**src/rtl/if_fetch_unit.sv**
```systemverilog
`default_nettype none
// ============================================================================
// Module      : if_fetch_unit
// Description : Instruction-fetch stage in front of a combinational IMem.
//               Owns the PC, drives imem_addr, and captures each fetched
//               word with its PC into a small registered queue. The queue
//               head is offered to decode as {instr, pc, pc+4} through a
//               valid/ready handshake. A redirect flushes the queue and
//               reloads the PC.
// Ports       : clk, rst (async, active-high)
//               imem_addr  (out 32)  / imem_instr (in 32)
//               redirect_valid, redirect_pc (in)
//               id_valid, id_instr, id_pc, id_pc_plus4 (out), id_ready (in)
//               fetch_count (out 32, only when FETCH_STATS_EN is defined)
// Options     : FETCH_STATS_EN - adds a free-running push counter port.
// Revision    : 1.0 - initial release
// ============================================================================
module if_fetch_unit #(
    parameter logic [31:0] RESET_PC = 32'h0000_0000,
    parameter int          QDEPTH   = 2
) (
    input  logic        clk,
    input  logic        rst,
    output logic [31:0] imem_addr,
    input  logic [31:0] imem_instr,
    input  logic        redirect_valid,
    input  logic [31:0] redirect_pc,
    output logic        id_valid,
    input  logic        id_ready,
    output logic [31:0] id_instr,
    output logic [31:0] id_pc,
    output logic [31:0] id_pc_plus4
`ifdef FETCH_STATS_EN
    ,
    output logic [31:0] fetch_count
`else
`endif
);

    localparam int               c_ptr_w     = $clog2(QDEPTH);
    localparam int               c_cnt_w     = c_ptr_w + 1;
    localparam logic [c_ptr_w-1:0] c_ptr_one = c_ptr_w'(1);
    localparam logic [c_cnt_w-1:0] c_cnt_one = c_cnt_w'(1);
    localparam logic [c_cnt_w-1:0] c_depth   = c_cnt_w'(QDEPTH);
    localparam logic [31:0]      c_align_mask = 32'hFFFF_FFFC;

    logic [31:0]        r_pc;
    logic [c_cnt_w-1:0] r_count;
    logic [c_ptr_w-1:0] r_rd_ptr;
    logic [c_ptr_w-1:0] r_wr_ptr;
    logic [31:0]        r_q_instr [QDEPTH];
    logic [31:0]        r_q_pc    [QDEPTH];

    logic w_pop;
    logic w_push;

    assign imem_addr = r_pc;
    assign id_valid  = (r_count != '0);

    // A pop that coincides with a redirect is still a real handoff to decode;
    // only the surviving entries are dropped.
    assign w_pop  = id_valid & id_ready;
    assign w_push = ~redirect_valid & ((r_count < c_depth) | w_pop);

    // Outputs are forced to zero while empty so stale queue contents never leak.
    assign id_instr    = id_valid ? r_q_instr[r_rd_ptr]       : 32'h0;
    assign id_pc       = id_valid ? r_q_pc[r_rd_ptr]          : 32'h0;
    assign id_pc_plus4 = id_valid ? (r_q_pc[r_rd_ptr] + 32'd4) : 32'h0;

    always_ff @(posedge clk or posedge rst) begin
        if (rst) begin
            r_pc     <= RESET_PC;
            r_count  <= '0;
            r_rd_ptr <= '0;
            r_wr_ptr <= '0;
            for (int i = 0; i < QDEPTH; i++) begin
                r_q_instr[i] <= 32'h0;
                r_q_pc[i]    <= 32'h0;
            end
        end else if (redirect_valid) begin
            r_pc     <= redirect_pc & c_align_mask;
            r_count  <= '0;
            r_rd_ptr <= '0;
            r_wr_ptr <= '0;
        end else begin
            if (w_push) begin
                r_q_instr[r_wr_ptr] <= imem_instr;
                r_q_pc[r_wr_ptr]    <= r_pc;
                r_wr_ptr            <= r_wr_ptr + c_ptr_one;
                r_pc                <= r_pc + 32'd4;
            end
            if (w_pop) begin
                r_rd_ptr <= r_rd_ptr + c_ptr_one;
            end
            case ({w_push, w_pop})
                2'b10:   r_count <= r_count + c_cnt_one;
                2'b01:   r_count <= r_count - c_cnt_one;
                default: r_count <= r_count;
            endcase
        end
    end

`ifdef FETCH_STATS_EN
    logic [31:0] r_fetch_count;

    // Counts pushes only; a flush does not take anything back.
    always_ff @(posedge clk or posedge rst) begin
        if (rst) begin
            r_fetch_count <= 32'h0;
        end else if (w_push) begin
            r_fetch_count <= r_fetch_count + 32'd1;
        end
    end

    assign fetch_count = r_fetch_count;
`else
    // Statistics counter not built in this configuration.
`endif

endmodule
`default_nettype wire

```
**config.mk**
```make
export PLATFORM = sky130hd
export DESIGN_NAME = if_fetch_unit
export DESIGN_NICKNAME = d
export VERILOG_FILES = /design/src/rtl/if_fetch_unit.sv
export SDC_FILE = /design/constraint.sdc
export NUM_CORES = 1
export LEC_CHECK = 0
export BUFFER_PORTS_ARGS = -buffer_cell sky130_fd_sc_hd__buf_2
export CELL_PAD_IN_SITES_DETAIL_PLACEMENT = 1
export CELL_PAD_IN_SITES_GLOBAL_PLACEMENT = 1
export CORE_ASPECT_RATIO = 1.75
export CORE_UTILIZATION = 27
export CTS_CLUSTER_SIZE = 14
export DETAILED_ROUTE_END_ITERATION = 12
export GPL_ROUTABILITY_DRIVEN = 0
export HOLD_SLACK_MARGIN = 0.15
export PLACE_DENSITY = 0.63
export SETUP_SLACK_MARGIN = 0.05
export SYNTH_ARGS = -nofsm -noshare
export SYNTH_HDL_FRONTEND = slang
export SYNTH_SLANG_ARGS = --single-unit
export TNS_END_PERCENT = 20
```
**constraint.sdc**
```tcl
create_clock -name clk -period 10.1 [get_ports clk]
set_input_delay 1.515 -clock clk [delete_from_list [all_inputs] [get_ports clk]]
set_output_delay 1.515 -clock clk [all_outputs]
set_load 0.01 [all_outputs]
```
==> out/results.ini <==
[run_status]
status = completed

[timing]
fin_worst_skew_ns = 0.0136
min_period_over_period = 0.620
worst_pin_slew_ns = 1.08
slew_headroom = 0.277
fin_crit_ns = 6.26
tns_ns = 0
maxSlewViolCount = 0
rsz0062_at_grt = false
setup-violations-final = 0
fmax_mhz = 160
setup_ws_ns = 3.84
hold_violations = 0

[worst_setup_path]
rr_worst_depth = 5
worst-path-max-fanout = 68
critPathKind = flip-flop to primary output
end_kind = primary output
cp.required_ns = 8.59
crit_path_start_kind = flip-flop
arrival_ns = 4.74

[routing]
drt_iter0_drc = 171
dr_wl_met2_um = 13400
route.detailed.drc = 0
wl_um = 24500
highest_layer = met5
viasPerCell = 4.88
wl_per_cell_um = 18.3
wl_met1_um = 9120
first_pass_iters = 4
vias = 6531
wl_met3_um = 1110
ant_nets = 0

[place]
port_buffers = 188
place_hpwl_um = 17800
dp_worst_setup_slack_ns = 4.18

[clocking]
cts_tree = yes
clockRootBuffer = clkbuf_16
htreeDepth = 4
post_cts_buffers = 0
ctsResizeCount = 0
cts_buffer_depth = 2
clk_latency_ns = 0.44
cts_sinks = 158
clk_pin_slew_ns = 0.07
numCtsBuffers = 17
hold_buffers = 0

[final_layout]
fillerInstances = 3420
ff_latch_area_sq_um = 3960
areaGrowthSynthToFinish_pct = 23.2
multi_input_area_sq_um = 4140
layout.nets = 1007
drive_above_1_share = 0.394

[grt]
grt_overflow = 0
grt_use_total = 0.162
grt_pass1_vias = 6913
grt_max_degree = 86
grt_pass1_wl_um = 38300
antenna_found_initial = 7

[die]
die_w_um = 135
start_util = 0.275
fp.coreArea_sq_um = 30200
die-area_sq_um = 31500
rows = 84
io_pins = 197
die_h_um = 234

[yosys]
synthDistinctLibCells = 52
syn_area_per_cell_sq_um = 10.8
ys_ff_latch = 158
synthArstFlopShare = 1.00
ys_warn_count = 0
synth_edf_count = 0
seq_area_frac_synth = 0.476
syn_inst = 767
syn_area_sq_um = 8310
synthFlopType = dfrtp_1

[power]
leakagePower_nw = 4.47
ir_worst_vdd_uv = 115
powerDensity_nw_per_um2 = 210

[run]
cap_viol_max_count = 0

[min_path]
holdCritPathClass = flip-flop to flip-flop
min_path_cells = 1

## critical path, stage by stage, from the launching register on
cell,delay [ns]
dfrtp_4,0.79
buf_4,0.77
mux2_2,0.33
ha_1,0.32
nand4b_1,0.20
a22oi_1,0.32
nand4_1,0.58
nor4_1,0.42
mux2_2,0.40
buf_2,0.14
## cell usage in the layout, fill, tap and decap left out, types with 7 or more instances in the layout
cell type and instances:
dfrtp_1 157, o31ai_1 7, nor2_1 83, mux2_2 135, nand3_1 26, mux2i_1 55
a31oi_1 7, clkbuf_16 17, o21ai_1 10, nand3b_1 7, xnor2_1 14, nor3_1 7
o21ai_0 31, a21oi_1 8, buf_2 188, xor2_1 24, nand4_1 19, nand2_1 65
and2_1 8
## Yosys cell counts, types with 10 or more instances
library cell / count / area (sq um)
o21ai_1: 10 / 50.1
mux2i_1: 55 / 551
nand4_1: 19 / 119
o21ai_0: 31 / 155
xor2_1: 24 / 210
nand3_1: 27 / 135
nand2_1: 65 / 244
buf_2: 11 / 55.1
clkbuf_1: 25 / 93.8
xnor2_1: 14 / 123
dfrtp_1: 158 / 3950
nor2_1: 84 / 315
mux2_2: 135 / 1520
## routing by layer
metal,vias up,track usage
met1,3285,0.168
met2,135,0.302
met3,47,0.0417
met5,-,0
li1,3054,-
met4,10,0.0779
## state kept, by name (all words and copies together), names as in the netlist
register   flops
imem_addr     30
r_count        2
r_rd_ptr       1
r_q_instr     64
r_q_pc        60
r_wr_ptr       1
## layout make-up
type,instances,area share
Antenna cell,2,0.000489
Sequential cell,158,0.387
Timing Repair Buffer,194,0.0963
Inverter,6,0.00269
Tap cell,387,0.0473
Clock inverter,14,0.0198
Multi-Input combinational cell,560,0.404
Clock buffer,18,0.0429
## metrics by stage
stage / power (mW) / utilization / hold WS, ns / area, sq um / std cells
2_1_floorplan: 1.26 / - / 0.474 / 8330 / 772
3_3_place_gp: 1.45 / 0.318 / 0.484 / 9590 / 1305
3_5_place_dp: 1.47 / 0.318 / 0.493 / 9590 / 1305
4_1_cts: 2.20 / 0.339 / 0.508 / 10200 / 1337
5_1_grt: 2.29 / 0.339 / 0.516 / 10200 / 1337
6_report: 2.15 / 0.339 / 0.504 / 10200 / 1339
## worst paths after layout
kind	startpoint	to	slack, ns
worst max-delay path	r_rd_ptr	id_pc_plus4[30]	3.84
worst min-delay path	r_q_pc[30]	r_q_pc[30]	0.50
worst max register to register	imem_addr[6]	imem_addr[24]	7.70
worst min register to register	r_q_pc[30]	r_q_pc[30]	0.50
max in group asynchronous	rst	r_rd_ptr	7.26
min in group asynchronous	rst	r_q_instr[19]	1.20
## power breakdown
part / switching, mW / internal [mW] / total (mW) / leakage, nW
Clock: 0.281 / 0.425 / 0.705 / 0.306
Sequential: 0.120 / 0.774 / 0.894 / 1.89
Combinational: 0.285 / 0.270 / 0.556 / 2.28
## logic make-up after synthesis
kind of cell | share of synthesized area
AND/OR/NAND/NOR | 0.145
multiplexers | 0.251
flip-flops | 0.476
AO/OA/AOI/OAI | 0.0538
buffers and inverters | 0.0315
XOR/XNOR | 0.0401
adder cells (fa/ha/maj) | 0.00301
other | 0.000451
Note: power is estimated with default switching activity, not from simulation.
